==> config.mk <==
export PLATFORM = sky130hd
export DESIGN_NAME = serial_add_ctrl
export DESIGN_NICKNAME = d
export VERILOG_FILES = /design/src/rtl/serial_add_ctrl.sv
export SDC_FILE = /design/constraint.sdc
export NUM_CORES = 1
export LEC_CHECK = 0
export ABC_CLOCK_PERIOD_IN_PS = 1300
export CAP_MARGIN = 25
export CORE_ASPECT_RATIO = 0.7
export CORE_MARGIN = 10
export CORE_UTILIZATION = 46
export DETAILED_ROUTE_END_ITERATION = 8
export PLACE_DENSITY = 0.8
export REMOVE_ABC_BUFFERS = 1
export SLEW_MARGIN = 20
export SYNTH_ARGS = -nofsm -noshare
export SYNTH_HDL_FRONTEND = slang
export SYNTH_HIERARCHICAL = 1
export SYNTH_SLANG_ARGS = --single-unit
==> constraint.sdc <==
create_clock -name clk -period 1.3 [get_ports clk]
set_clock_uncertainty 0.15 [all_clocks]
set_input_delay 0.13 -clock clk [delete_from_list [all_inputs] [get_ports clk]]
set_output_delay 0.13 -clock clk [all_outputs]
set_load 0.01 [all_outputs]
==> src/rtl/serial_add_ctrl.sv <==
// Bit-serial adder controller: one full-adder cell (two half adders plus an OR)
// iterated LSB-first over WIDTH cycles, with a start/busy/done handshake.
// The result is registered on entry to DONE and held until the next result or reset.

module halfadd (
  input  logic x,
  input  logic y,
  output logic s,
  output logic c
);

  assign s = x ^ y;
  assign c = x & y;

endmodule

module serial_add_ctrl #(
  parameter int unsigned WIDTH = 8
) (
  input  logic             clk,
  input  logic             rst,
  input  logic             start,
  input  logic [WIDTH-1:0] a,
  input  logic [WIDTH-1:0] b,
  output logic             busy,
  output logic             done,
  output logic [WIDTH-1:0] sum,
  output logic             carry_out
);

  localparam int unsigned CW = (WIDTH > 1) ? $clog2(WIDTH) : 1;
  localparam logic [CW-1:0] LAST = CW'(WIDTH - 1);

  typedef enum logic [1:0] {
    IDLE = 2'd0,
    RUN  = 2'd1,
    DONE = 2'd2
  } state_t;

  state_t state, state_next;

  logic [WIDTH-1:0] a_sh, b_sh, p_sh, p_next;
  logic             c;
  logic [CW-1:0]    cnt;

  logic hs1, hc1, hs2, hc2;
  logic bit_s, bit_co;
  logic accept, last_bit;

  // Bit cell: first half adder combines the operand bits, second adds the carry.
  halfadd u_ha0 (
    .x (a_sh[0]),
    .y (b_sh[0]),
    .s (hs1),
    .c (hc1)
  );

  halfadd u_ha1 (
    .x (hs1),
    .y (c),
    .s (hs2),
    .c (hc2)
  );

  assign bit_s    = hs2;
  assign bit_co   = hc1 | hc2;
  assign accept   = start && ((state == IDLE) || (state == DONE));
  assign last_bit = (cnt == LAST);
  assign busy     = (state == RUN);
  assign done     = (state == DONE);

  // Partial sum after inserting the current bit at the MSB (shift-right form keeps WIDTH=1 legal).
  always_comb begin
    p_next          = p_sh >> 1;
    p_next[WIDTH-1] = bit_s;
  end

  // Next-state decode; start is only looked at in IDLE and DONE.
  always_comb begin
    state_next = state;
    unique case (state)
      IDLE:    state_next = start ? RUN : IDLE;
      RUN:     state_next = last_bit ? DONE : RUN;
      DONE:    state_next = start ? RUN : IDLE;
      default: state_next = IDLE;
    endcase
  end

  // State register.
  always_ff @(posedge clk) begin
    if (rst) state <= IDLE;
    else     state <= state_next;
  end

  // Datapath: operand capture on accept, one bit per RUN edge, result capture on the last bit.
  always_ff @(posedge clk) begin
    if (rst) begin
      a_sh      <= '0;
      b_sh      <= '0;
      p_sh      <= '0;
      c         <= 1'b0;
      cnt       <= '0;
      sum       <= '0;
      carry_out <= 1'b0;
    end else if (accept) begin
      a_sh <= a;
      b_sh <= b;
      p_sh <= '0;
      c    <= 1'b0;
      cnt  <= '0;
    end else if (state == RUN) begin
      a_sh <= a_sh >> 1;
      b_sh <= b_sh >> 1;
      p_sh <= p_next;
      c    <= bit_co;
      cnt  <= cnt + CW'(1);
      if (last_bit) begin
        sum       <= p_next;
        carry_out <= bit_co;
      end
    end
  end

endmodule

==> results by group <==
Status
  – Failing checks: negative setup slack
  – Status: finished, violations left

Clock network
  – CTS Buffer Depth: 2
  – Num CTS Buffers: 5
  – Clock sinks: 38
  – Worst-path clk slew: 0.07 ns
  – H-tree levels: 2
  – CTS tree: built
  – Clk Latency, worst-skew pair: about 0.3 ns
  – Root buf cell: clkbuf_8

Yosys
  – Synth Area per Inst: slightly above 9 um2
  – Warnings from Yosys: 6
  – Post-synth cell types: 25
  – Flop and latch count out of synthesis: 38
  – Mapped Area: between 0.0015 and 0.002 mm2
  – Seq/Total Area, Yosys: 47.84%
  – Cells after Synth: 175

Final layout
  – Fraction of layout cells with a size suffix above 1: 44.29%
  – Final instance area: approximately 0.0025 mm2
  – Register Area: 770.7 um2
  – Area of the multi-input gates: approximately 980 um2
  – Diode count: 0
  – Nets@finish: roughly 240
  – Fin cells: 266
  – Commonest non-fill, non-tap cell in the layout: dfxtp_1
  – Area added between synthesis and finish: 58.85%
  – Layout fillers: ~190
  – Commonest non-fill, non-tap cells in the layout: 32 x dfxtp_1, 25 x nand2_1, 18 x clkdlybuf4s50_1

Timing
  – Final hold slack: 0.2559 ns
  – Max Slew Vio Count: 0
  – RSZ-0062 raised after global routing: yes
  – Worst-Margin Slew: between 0.2 and 0.3 ns
  – Min Tclk post-route: 1.445 ns
  – Rel. slew slack: 82.67%
  – Final setup viols: 17
  – Final WS setup: -0.1446 ns
  – Fin crit share: 111.1%
  – Final hold vios: 0
  – F_max: 692.2 MHz

Routing
  – Routed wire length: 5.224 mm
  – Residual DRC: 0
  – Initial DRC Count: approximately 180
  – Vias per inst: 5.722
  – DR vias: 1522
  – DR WL/cell: between 15 and 20 um
  – Post-route ant nets: 0
  – Drt pass-1 iters: 5

Power and ir drop
  – Comb pwr share: 20.7%
  – Pleak: 0.9314 nW
  – Peak VDD IR: 0.0006035 V
  – Internal: 0.002064 W
  – Total power: 0.002818 W
  – Net Sw Frac: between 20% and 30%
  – Cell Pwr Density: about 1100 mW/mm2
  – Clock Power Share: 34.1%
  – Switching power: 0.0007534 W
  – Part of the power in registers: 45.3%

GRT
  – First-pass GRT wire length: approximately 6.6 mm
  – Number of global-route vias before repair: between 1000 and 1500
  – Overflow left after global routing: 0
  – Largest net degree at the start of global routing: 26
  – All-Layer GR Usage: 12.59%
  – Initial antenna violation count: 0

Die
  – Die Width: roughly 90 um
  – Rows: 17
  – Starting Density: 49.19%
  – IO Pins: 30
  – Chip height: between 60 and 70 um
  – Die area: between 0.006 and 0.007 mm2
  – Core area: 0.003233 mm2

Critical path
  – Critical path endpoint category: register
  – Arrival time at the worst endpoint: 1.51 ns
  – Largest fanout on the critical path: 4
  – Type of origin of the critical path: register
  – WP data required: 1.36 ns
  – Setup CP Type: register to register

Placement
  – Placer congestion estimate: 0.7553
  – DP Area: 0.001981 mm2
  – Hpwl dp: ~2.6 mm
  – Buffers on Ports: 29
  – DP Cell Count: roughly 250
  – Pre-CTS setup slack: -0.1608 ns

Min path
  – Class of the worst hold path: primary input to register

Job
  – MaxCap Viol Count: 0
critical path, cell delays in order, from the launching register on:
cell	delay, ns
dfxtp_2	0.34
ha_4	0.16
ha_4	0.16
nand3b_1	0.15
buf_6	0.15
nand2_1	0.07
a21oi_1	0.18
flip-flops by register name (all words and copies together) (netlist names):
| name | cells |
|---|---|
| cnt | 3 |
| carry_out | 1 |
| p_sh | 7 |
| c | 1 |
| b_sh | 8 |
| sum | 8 |
| state | 2 |
| a_sh | 8 |
path summary, 6_finish.rpt:
path / from / end / slack, ns / depth (start not counted)
setup / recovery: cnt[0] / sum[1] / -0.14 / 6
hold / removal: a[7] / a_sh[7] / 0.26 / 3
setup reg to reg: cnt[0] / sum[1] / -0.14 / 6
hold reg to reg: sum[2] / sum[2] / 0.30 / 2
through the flow:
step	util, %	setup TNS [ns]
global placement	61.26	-2.628
global route	78.13	-2.130
finish	78.13	-0.7436
detailed placement	61.26	-3.331
floorplan	-	-14.07
CTS	67.65	-0.1010
power groups by stage:
stage | logic (W) | clock network, W | registers [W]
after global routing | 0.000615 | 0.00102 | 0.00128
after floorplan | 0.000175 | 0 | 0.00127
final | 0.000582 | 0.000959 | 0.00128
after CTS | 0.000391 | 0.000957 | 0.00126
after detailed placement | 0.000359 | 0 | 0.00128
after global placement | 0.000348 | 0 | 0.00127
synthesized netlist by cell type:
cell type / count / area, um2
ha_1: 4 / 50.05
buf_12: 1 / 20.02
nor2_1: 8 / 30.03
a311oi_2: 4 / 60.06
a21oi_2: 1 / 8.760
nand3b_1: 1 / 7.510
buf_2: 5 / 25.02
inv_4: 1 / 6.260
nor3_1: 19 / 95.09
buf_6: 4 / 45.04
a22oi_1: 2 / 15.01
nand3_2: 8 / 80.08
mux2i_1: 1 / 10.01
buf_4: 2 / 15.01
a211oi_1: 1 / 7.510
clkbuf_1: 3 / 11.26
nand2_1: 33 / 123.9
a21oi_1: 20 / 100.1
o21a_1: 1 / 7.510
nor2b_1: 2 / 12.51
o22ai_1: 9 / 56.30
nand2b_1: 3 / 18.77
dfxtp_1: 38 / 760.7
xnor2_1: 1 / 8.760
nand3_1: 3 / 15.01
cell families (layout without fill, tap and decap cells):
family | count (synthesis) | in the layout | share of synthesized area (%)
flops | 38 | 38 | 47.84
buf+inv | 16 | 60 | 7.710
fa+ha+maj | 4 | 4 | 3.147
compound gates | 38 | 38 | 16.05
xor+xnor | 1 | 1 | 0.5508
simple gates | 77 | 77 | 24.08
mux | 1 | 1 | 0.6295
per-layer routing:
metal | GRT usage [%] | part of all wire (%) | up-vias
li1 | - | - | 697
met5 | 0 | 0 | -
met3 | 5.496 | 8.5 | 7
met2 | 20.30 | 48 | 73
met1 | 14.60 | 43 | 745
met4 | 4.181 | 1.1 | 0
area by class of cell:
cell class,instances,area share (%)
multi-input cells,121,38.88
clock buffers,8,4.359
inverters,1,0.4458
flip-flops and latches,38,30.51
well taps,47,2.328
repair buffers,51,23.48
timing repair:
item / CTS / global route
gates resized for setup: 42 / 54
pin swaps: 12 / 33
hold buffers: 0 / 0
gates cloned: 1 / 5
buffers inserted: 0 / 1
setup endpoints to repair: 47 / 31
Note: power is estimated with default switching activity, not from simulation.
==> patch (config.mk and constraints unchanged) <==
Make the reset (`rst`) asynchronous in 2 clocked blocks.
--- a/src/rtl/serial_add_ctrl.sv
+++ b/src/rtl/serial_add_ctrl.sv
@@ -89,3 +89,3 @@
   // State register.
-  always_ff @(posedge clk) begin
+  always_ff @(posedge clk or posedge rst) begin
     if (rst) state <= IDLE;
@@ -95,3 +95,3 @@
   // Datapath: operand capture on accept, one bit per RUN edge, result capture on the last bit.
-  always_ff @(posedge clk) begin
+  always_ff @(posedge clk or posedge rst) begin
     if (rst) begin
Check against the original RTL: differs if rst is asserted again (counterexample within 4 cycles, from zero or initial values and one cycle with rst high); with rst held inactive, the same outputs for 10 cycles.
==> patch against the unedited design <==
- the run still ends with negative setup slack left
- synthesized area increased by 12%
- worst setup slack got worse by 48 ps
- final area is 5.6% higher
- routed wire length rose by 0.19%
- synthesized cell count down 19%
- sequential cell count is the same
- non-clock buffer count rose by 5
- critical path depth down 2
- core utilization down 4.6 points
- cell count fell by 7.5%
- critical path type unchanged
Power is not compared: it rests on default switching activity, and its combinational part moved more than twofold at a synthesized area within 25%.
==> patch: results (changes against the unedited design) <==
* Status: finished with violations (unchanged)
* Failing checks: negative setup slack (unchanged)
* Worst slew pin tran at 283 ps (was 258 ps)
* Area contributors post-synth: dfrtp_1 (54%), mux2i_1 (7.9%), a211oi_1 (5.9%) (was dfxtp_1 (48%), nand2_1 (7.8%), a21oi_1 (6.3%))
* Pre-CTS WS at -300 ps (was -161 ps)
* Inverters, non-clock at 3 (was 1)
* Largest net degree at the start of global routing at 39 (was 26)
* Routed wl met2 at 2.64 mm (was 2.48 mm)
* Ys async rst share at 100% (was 0%)
* Initial DRC count at 111 (was 182)
* Hold_ws at 34.3 ps (was 256 ps)
* Critical path fanouts, max at 5 (was 4)
* Met1 Use GR at 16.7% (was 14.6%)
* Utilization after layout at 73.6% (was 78.1%)
* Count of final setup violators at 31 (was 17)
* First-pass GRT wire length at 7.32 mm (was 6.62 mm)
* CP max stage cell: dfrtp_1 (was dfxtp_2)
* Final #Nets at 218 (was 241)
* Wirelength, routed at 5.23 mm (was 5.22 mm)
* Antenna violations before repair at 0 (unchanged)
* Grt met2 use at 22.3% (was 20.3%)
* RePlAce Congestion at 0.724 (was 0.755)
* Worst Hold Class: input port to asynchronous set/reset pin (was input port to flop)
* Non-clock buffer area fraction after layout at 22.5% (was 23.5%)
* Met3 WL at 207 um (was 445 um)
* HPWL Detailed at 2.64 mm (was 2.62 mm)
* Final worst setup slack at -193 ps (was -145 ps)
* Total GRT Usage at 13.4% (was 12.6%)
* Seq/Total Area, Yosys at 53.6% (was 47.8%)
* Layout Area Growth over Synthesis at 50.4% (was 58.9%)
* Most common library cells after synthesis: dfrtp_1 (38), nor2b_1 (16), a211oi_1 (14), a21oi_1 (14), mux2i_1 (14) (was dfxtp_1 (38), nand2_1 (33), a21oi_1 (20), nor3_1 (19), o22ai_1 (9))
* Vias at 1395 (was 1522)
* Final clock-cell share at 3.42% (was 4.36%)
* Fill cell count at 205 (was 185)
* Max stage delay on crit path at 390 ps (was 340 ps)
* FF/Latch Area at 953 sq um (was 771 sq um)
* Met3 Usage GRT at 3.19% (was 5.50%)
* Clock buffers at 7 (was 8)
* Synth cell types at 23 (was 25)
* Syn avg cell area at 12.5 sq um (was 9.09 sq um)
* Clk slew on worst S/H paths at 80 ps
* Cell count after synthesis at 142 (was 175)
* YS warnings at 6 (unchanged)
* Repair and plain buffers at 56 (was 51)
* Setup TNS at -3510 ps (was -744 ps)
* Fraction of layout cells with a size suffix above 1 at 40.3% (was 44.3%)
* Drt first pass iters at 4 (was 5)
* Placed cell areas at 2160 sq um (was 1980 sq um)
* Power Internal at 4.16 mW
* Multi-input logic area at 946 sq um (was 982 sq um)
patch: cell count changes in the layout (fill, tap and decap cells not counted), moves of 6 or more:
cell and change:
nand2_1 -25, o22ai_2 -6, dfrtp_1 +36, mux2i_1 +13, a22o_1 +11, a211oi_2 +12, nor3_1 -15, a21oi_2 -7
mux2_4 +9, nand3_2 -9, dfxtp_1 -32, nor2b_1 +13
patch: repair_timing:
action / in CTS / in global routing
gates cloned: 1 / 2
endpoints found under the hold margin: 0 / 0
setup endpoints to repair: 34 / 39
setup buffers: 9 / 4
gates resized for setup: 49 / 29
pin swaps: 7 / 2
patch: final timing paths:
path                        start      end  cells after the start
max in group asynchronous     rst   cnt[2]                      3
min                           rst  b_sh[1]                      3
min reg2reg                sum[4]   sum[4]                      1
max                        cnt[1]   sum[5]                      4
min in group clk             a[7]  a_sh[7]                      2
max reg2reg                cnt[1]   sum[5]                      4
patch: worst register-to-register path: cells and delay by family (launching register included):
kind	cells	cell delay, ps
AND/OR/NAND/NOR	1	140
flip-flops	1	390
multiplexers	1	320
adder cells (fa/ha/maj)	2	380
patch: power by group through the flow:
stage | clock network, mW | logic, mW | registers, mW
5_1_grt | 0.906 | 3.73 | 2.30
6_report | 0.851 | 3.51 | 2.24
3_3_place_gp | 0 | 2.13 | 2.10
3_5_place_dp | 0 | 2.25 | 2.14
4_1_cts | 0.835 | 2.80 | 2.17
2_1_floorplan | 0 | 1.19 | 2.20
patch: cell families (layout without fill, tap and decap cells):
| kind of cell | count (synthesis) | in the layout | synth area share, % |
|---|---|---|---|
| fa+ha+maj | 4 | 4 | 2.82 |
| buf+inv | 14 | 67 | 5.15 |
| simple gates | 21 | 22 | 8.32 |
| mux | 23 | 23 | 13.6 |
| flops | 38 | 38 | 53.6 |
| compound gates | 42 | 42 | 16.5 |
